**src/rtl/game_state_ctrl.sv**
```systemverilog
// Game phase controller: debounced jump, INIT/START/END/RESET sequencing, BCD score.
// HIGH_SCORE_EN builds the best-score register; otherwise high_score is tied to zero.
module game_state_ctrl #(
    parameter int DEBOUNCE_CYCLES   = 100000,
    parameter int RESET_HOLD_CYCLES = 16
) (
    input  logic        clk,
    input  logic        rst,
    input  logic        btn_jump,
    input  logic        btn_reset,
    input  logic        collision,
    input  logic        game_tick,
    output logic [1:0]  game_state,
    output logic        jump_pulse,
    output logic [15:0] score,
    output logic [15:0] high_score
);

    typedef enum logic [1:0] {
        ST_INIT  = 2'd0,
        ST_START = 2'd1,
        ST_END   = 2'd2,
        ST_RESET = 2'd3
    } state_e;

    localparam int              DB_W      = 20;
    localparam logic [DB_W-1:0] DB_LAST   = DB_W'(DEBOUNCE_CYCLES - 1);
    localparam logic [7:0]      HOLD_LAST = 8'(RESET_HOLD_CYCLES - 1);

    logic            sync1_q, sync2_q;
    logic            db_level_q, db_level_d;
    logic [DB_W-1:0] db_cnt_q, db_cnt_d;
    logic            jump_pulse_q, jump_pulse_d;
    state_e          state_q, state_d;
    logic [7:0]      hold_q, hold_d;
    logic [15:0]     score_q, score_d;
    logic            tick_q;
    logic            tick_rise;

    // Saturating 4-digit BCD increment; 9999 is sticky.
    function automatic logic [15:0] bcd_inc(input logic [15:0] v);
        logic [15:0] r;
        logic        carry;
        r     = v;
        carry = 1'b1;
        for (int i = 0; i < 4; i++) begin
            if (carry) begin
                if (r[4*i +: 4] == 4'd9) begin
                    r[4*i +: 4] = 4'd0;
                end else begin
                    r[4*i +: 4] = r[4*i +: 4] + 4'd1;
                    carry       = 1'b0;
                end
            end
        end
        return (v == 16'h9999) ? v : r;
    endfunction

    always_ff @(posedge clk or posedge rst) begin
        if (rst) begin
            sync1_q      <= 1'b0;
            sync2_q      <= 1'b0;
            db_level_q   <= 1'b0;
            db_cnt_q     <= '0;
            jump_pulse_q <= 1'b0;
            state_q      <= ST_INIT;
            hold_q       <= '0;
            score_q      <= '0;
            tick_q       <= 1'b0;
        end else begin
            sync1_q      <= btn_jump;
            sync2_q      <= sync1_q;
            db_level_q   <= db_level_d;
            db_cnt_q     <= db_cnt_d;
            jump_pulse_q <= jump_pulse_d;
            state_q      <= state_d;
            hold_q       <= hold_d;
            score_q      <= score_d;
            tick_q       <= game_tick;
        end
    end

    // The pulse is raised on the same edge the accepted level rises.
    always_comb begin
        db_level_d   = db_level_q;
        db_cnt_d     = db_cnt_q;
        jump_pulse_d = 1'b0;
        if (sync2_q == db_level_q) begin
            db_cnt_d = '0;
        end else if (db_cnt_q == DB_LAST) begin
            db_level_d   = sync2_q;
            db_cnt_d     = '0;
            jump_pulse_d = sync2_q;
        end else begin
            db_cnt_d = db_cnt_q + DB_W'(1);
        end
    end

    assign tick_rise = game_tick & ~tick_q;

    always_comb begin
        state_d = state_q;
        hold_d  = hold_q;
        score_d = score_q;
        unique case (state_q)
            ST_INIT: begin
                score_d = '0;
                if (jump_pulse_q) state_d = ST_START;
            end
            ST_START: begin
                if (tick_rise) score_d = bcd_inc(score_q);
                if (collision) state_d = ST_END;
            end
            ST_END: begin
                if (jump_pulse_q) begin
                    state_d = ST_RESET;
                    hold_d  = '0;
                    score_d = '0;
                end
            end
            ST_RESET: begin
                score_d = '0;
                if (hold_q == HOLD_LAST) state_d = ST_INIT;
                else                     hold_d  = hold_q + 8'd1;
            end
        endcase
        if (btn_reset) begin
            state_d = ST_RESET;
            hold_d  = '0;
            score_d = '0;
        end
    end

`ifdef HIGH_SCORE_EN
    logic [15:0] high_q, high_d;

    // Packed BCD orders the same as its binary value, so a plain compare works.
    always_comb begin
        high_d = high_q;
        if (state_q == ST_START && state_d == ST_END && score_d > high_q) high_d = score_d;
    end

    always_ff @(posedge clk or posedge rst) begin
        if (rst) high_q <= '0;
        else     high_q <= high_d;
    end

    assign high_score = high_q;
`else
    assign high_score = 16'h0000;
`endif

    assign game_state = state_q;
    assign jump_pulse = jump_pulse_q;
    assign score      = score_q;

endmodule
```
**config.mk**
```make
export PLATFORM = sky130hd
export DESIGN_NAME = game_state_ctrl
export DESIGN_NICKNAME = d
export VERILOG_FILES = /design/src/rtl/game_state_ctrl.sv
export SDC_FILE = /design/constraint.sdc
export NUM_CORES = 1
export LEC_CHECK = 0
export CAP_MARGIN = 5
export CORE_UTILIZATION = 50
export CTS_CLUSTER_DIAMETER = 80
export DETAILED_ROUTE_END_ITERATION = 10
export PLACE_DENSITY = 0.74
export SYNTH_ARGS = -nofsm -noshare
export SYNTH_HDL_FRONTEND = slang
export SYNTH_SLANG_ARGS = --single-unit
```
**constraint.sdc**
```tcl
create_clock -name clk -period 2.3 [get_ports clk]
set_input_delay 0.23 -clock clk [delete_from_list [all_inputs] [get_ports clk]]
set_output_delay 0.23 -clock clk [all_outputs]
set_load 0.02 [all_outputs]
```
==> metrics.txt, run 1 <==
cell count after synthesis between 300 and 400; clk_skew 0.00868 ns; DR iter-0 viols 135; via count between 2000 and 2500; Int Pwr 1.48 mW; Yosys warnings 0; cell with the most instances after synthesis dfrtp_1; Sink Count 51; Pwr per Cell Area 667 mW/mm^2; routability cong. 0.814; final WL 5770 um; Nets 367; R2R Setup Slk 0.28 ns; Synth top area share 41.4%; maxcap violations 0; Reg power frac 44.8%; DR WL/cell 13.7 um; FP Rows 28; number of I/O port buffers 24; WP data arrival 2.21 ns; area of the multi-input gates 0.00166 mm^2; CP Launch Type flop; postcts setup bufs 0; WP data required 2.49 ns; largest area contributor in the netlist dfrtp_1; clock latency on the worst-skew pair 0.30 ns; die height about 81 um; Post-synth EDFFs 0; Filler cells 525; CP max FO 9; Yosys cell types 56; Leak Pwr roughly 1.6 nW; Post-synth ARST share between 90% and 100%; Synth Register Bits slightly above 50; status finished clean; Worst-path clk slew 0.10 ns; Final Max Tran Viols 0; n_diodes 0; setup TNS 0 ns; post-CTS sizing 0; worst r2r src game_state[0]; Synth Area per Inst about 10 um^2; Worst Tran Pin Value 0.598 ns; Die ar. 0.00649 mm^2; largest net degree at the start of global routing 31; critical setup path kind reg -> reg; 1st-pass router iterations 4; Max Freq roughly 500 MHz; grt ovf 0; mapped cell area 0.00308 mm^2; Register-to-Register Path Depth 6; HP Class in -> async; RSZ-0062 raised after global routing no; commonest cells in the netlist dfrtp_1 (51), nor2_1 (27), inv_1 (17); post-DP HPWL 4340 um; CTS H-tree depth 2; final setup fails 0; gr usage total 19.5%; top-level port count 41; Sw Share around 36%; Seq/Total Area, Yosys 41.4%; layout cell share with drive strength beyond 1 9.51%; RR Endpoint score[15]; Core Area 0.00592 mm^2; initial antenna violation count 0; Root Driver clkbuf_8; DRC Markers 0; vias in the first global route roughly 2200; Slew headroom 60.1%; global-route wire length before repair a little under 10000 um; largest cells by area after synthesis dfrtp_1 (41%), ha_1 (6.1%), buf_4 (3.9%); clock tree buffer depth 2; VDD IR-drop max 0.402 mV; Util after Layout between 50% and 60%; ys flop type dfrtp_1; Tot Pwr 2.31 mW; fin crit share 87.6%; area delta synth->final 12.2%; Final Critical Period 2.02 ns; Comb power frac 32.7%; CTS Buf Count 5; via/cell ratio 5.68; NetSw 830 uW; CTS Hold Bufs 0; clock power share 22.5%; remaining antenna violation count 0; CTS tree yes; die width 80.5 um; starting density of the core a little over half; Fin. Hold Viols 0; critical path endpoint category flop; register area 0.00128 mm^2
==> per-stage QoR <==
| stage | instances | setup slack, ns | area [um^2] | hold WS, ns |
|---|---|---|---|---|
| final | 422 | 0.284 | 3460 | 0.294 |
| after floorplan | 331 | 0.403 | 3140 | 0.261 |
| after global placement | 414 | 0.334 | 3370 | 0.340 |
| after global routing | 422 | 0.196 | 3460 | 0.354 |
| after detailed placement | 414 | 0.284 | 3370 | 0.339 |
| after CTS | 422 | 0.298 | 3460 | 0.324 |
==> flip-flops by register name, summed over array words and instances (netlist names) <==
signal / count
sync1_q: 1
score: 16
jump_pulse: 1
game_state: 2
db_cnt_q: 20
sync2_q: 1
hold_q: 8
db_level_q: 1
tick_q: 1
==> worst max-delay path by stage <==
stage	start	to	slack (ns)
after floorplan	game_state[0]	hold_q[5]	0.40
after global placement	btn_reset	hold_q[5]	0.33
after detailed placement	btn_reset	hold_q[7]	0.28
after CTS	game_state[0]	score[15]	0.30
after global routing	game_state[0]	score[15]	0.20
final	game_state[0]	score[15]	0.28
==> power groups by stage <==
stage / combinational (mW) / clock, mW / sequential (mW)
finish: 0.753 / 0.519 / 1.03
global placement: 0.736 / 0 / 1.05
global route: 0.833 / 0.588 / 1.05
CTS: 0.754 / 0.538 / 1.04
detailed placement: 0.750 / 0 / 1.05
floorplan: 0.505 / 0 / 1.09
==> final cells by class <==
| cell class | count | share of cell area, % |
|---|---|---|
| Tap cell | 75 | 2.71 |
| Sequential cell | 51 | 36.9 |
| Timing Repair Buffer | 29 | 8.03 |
| Inverter | 17 | 1.84 |
| Multi-Input combinational cell | 242 | 47.9 |
| Clock buffer | 6 | 2.10 |
| Clock inverter | 2 | 0.506 |
==> cell families after synthesis <==
group	Yosys count	share of synthesized area, %
DFF	51	41.4
adders and majority gates	15	6.09
and+or+nand+nor	126	24.3
xor gates and xnor gates	13	3.69
other	1	0.122
buffers and inverters	38	6.69
AOI/OAI and AO/OA	61	13.9
muxes	11	3.81
==> routing by layer <==
| layer | wire, um | global-route usage [%] | up-vias |
|---|---|---|---|
| li1 | - | - | 1178 |
| met1 | 2680 | 25.1 | 1170 |
| met2 | 2840 | 33.2 | 44 |
| met3 | 194 | 3.41 | 5 |
| met4 | 46 | 6.07 | 0 |
| met5 | 0 | 0 | - |
==> layout by cell type, fill, tap and decap left out, types with 5 or more instances in the layout <==
cell type | Yosys | layout
a21oi_1 | 12 | 12
and3_1 | 5 | 5
buf_4 | 16 | 5
clkbuf_8 | 0 | 5
clkdlybuf4s50_1 | 0 | 24
conb_1 | 1 | 16
dfrtp_1 | 51 | 51
ha_1 | 15 | 15
inv_1 | 17 | 16
mux2_2 | 6 | 6
mux2i_1 | 5 | 5
nand2_1 | 16 | 16
nand2b_1 | 6 | 6
nand3_1 | 13 | 13
nand4_1 | 8 | 8
nor2_1 | 27 | 27
nor2b_1 | 5 | 5
nor4_1 | 6 | 6
o21ai_0 | 13 | 13
o31ai_1 | 5 | 5
or3_1 | 6 | 6
or4_1 | 6 | 6
xor2_1 | 9 | 9
==> worst max-delay path, cell delays in order (launching register included) <==
cell and delay (ns):
dfrtp_1 0.45, inv_1 0.13, ha_1 0.27, nand2b_1 0.15, o22a_1 0.39, nand2_2 0.14
a221o_1 0.36
Note: power is estimated with default switching activity, not from simulation.
==> run 2, diff against run 1 <==
- MAX_ROUTING_LAYER: not set -> met4
==> run 2 against run 1 <==
- sequential power barely moved
- maximum frequency rose by 0.26%
- hold slack improved by 0.0015 ns
- setup slack improved by 0.0052 ns
- clock-buffer cell count did not move
- clock skew barely moved
- core utilization did not move
- final cell count did not move
==> metrics.txt, run 2 (synthesis gave the netlist of run 1 again) <==
Leak Pwr approximately 1.6 nW; Max Freq 497 MHz; Worst-path clk slew 0.10 ns; worst r2r src game_state[0]; CP Launch Type flop; Final Critical Period between 2 and 2.5 ns; final worst setup slack a little under 0.3 ns; final WL roughly 5800 um; Pwr per Cell Area 667 mW/mm^2; placed cells just over 400; Die ar. about 0.0065 mm^2; CP max-delay cell dfrtp_1; Fin. Hold Viols 0; CP max FO 9; die width 80.5 um; final setup fails 0; DR top layer met4; area delta synth->final 12.2%; remaining antenna violation count 0; fin crit share 87.4%; status finished clean; CP Buf/Inv Count 1; top-level port count 41; routability cong. 0.826; Hold WS 0.296 ns; delay-heaviest family, CP compound AO/OA/AOI/OAI gates; max incr delay on CP 0.45 ns; clk_skew 0.00834 ns; post-DP HPWL 4340 um; postcts setup bufs 0; RSZ-0062 raised after global routing no; largest reg by FF count db_cnt_q; Largest register FFs 20; CTS H-tree depth 2; CTS Buf Count 5; DR WL met3 193 um; post-CTS sizing 0; Nets roughly 370; R2R Setup Slk 0.29 ns; layout cell share with drive strength beyond 1 9.51%; DRC Markers 0; DR iter-0 viols 130; maxcap violations 0; via/cell ratio 5.69; RR Endpoint score[15]; clock tree buffer depth 2; critical setup path kind reg -> reg; WP data arrival 2.20 ns; commonest non-fill, non-tap cell in the layout dfrtp_1; Root Driver clkbuf_8; Placement Setup Slack 0.284 ns; Metal-1 WL 2700 um; setup TNS 0 ns; WP data required 2.49 ns; HP Class in -> async; starting density of the core 52.1%; critical path endpoint category flop; clock latency on the worst-skew pair 0.30 ns; 1st-pass router iterations 4; CTS Hold Bufs 0; Cell Chain, Critical Path inv_1 > ha_1 > nand2b_1 > o22a_1 > nand2_2 > a221o_1; met2 wire length 2840 um; grt ovf 0; FP Rows 28; Register-to-Register Path Depth 6; VDD IR-drop max 0.403 mV; Layout Cells excl Fill 422; number of I/O port buffers 24; Core Area 0.00592 mm^2; n_diodes 0; via count between 2000 and 2500; Sink Count 51; Final Max Tran Viols 0; largest net degree at the start of global routing 31; global-route wire length before repair 9840 um; DR WL/cell 13.7 um; commonest non-fill, non-tap cells in the layout dfrtp_1 (51), nor2_1 (27), clkdlybuf4s50_1 (24); gr usage total 20.0%; Worst Tran Pin Value 0.598 ns; die height 80.5 um; vias in the first global route approximately 2200; Slew headroom 60.1%; initial antenna violation count 0; CTS tree yes
run 2: cell type report:
type                            count  area [um^2]
Fill cell                         525         2460
Multi-Input combinational cell    242         1660
Sequential cell                    51         1280
Timing Repair Buffer               29          278
Tap cell                           75         93.8
Clock buffer                        6         72.6
Inverter                           17         63.8
Clock inverter                      2         17.5
run 2: routing by layer:
metal,vias up,GRT usage [%]
li1,1178,-
met1,1175,25.1
met2,44,33.2
met3,5,3.07
met4,0,6.07
met5,-,-
run 2: through the flow:
| stage | instance area [um^2] | power, mW | utilization, % |
|---|---|---|---|
| 6_report | 3460 | 2.31 | 58.4 |
| 5_1_grt | 3460 | 2.47 | 58.4 |
| 4_1_cts | 3460 | 2.33 | 58.4 |
| 3_5_place_dp | 3370 | 1.80 | 56.9 |
| 3_3_place_gp | 3370 | 1.78 | 56.9 |
| 2_1_floorplan | 3140 | 1.60 | - |
run 2: worst max-delay path by stage:
stage,start,end,depth (start not counted)
after floorplan,game_state[0],hold_q[5],6
after global placement,btn_reset,hold_q[5],6
after detailed placement,btn_reset,hold_q[7],6
after CTS,game_state[0],score[15],6
after global routing,game_state[0],score[15],6
final,game_state[0],score[15],6
run 2: worst reg2reg max path: cells and delay by family, from the launching register on:
kind	cells	cell delay [ns]
buffers and inverters	1	0.13
adders and majority gates	1	0.27
DFF	1	0.45
AOI/OAI and AO/OA	2	0.75
and+or+nand+nor	2	0.30
run 2: report_power, final:
group | total, mW | switching [mW] | internal [mW]
Clock | 0.519 | 0.299 | 0.219
Sequential | 1.03 | 0.0773 | 0.957
Combinational | 0.754 | 0.453 | 0.301
Total | 2.31 | 0.830 | 1.48
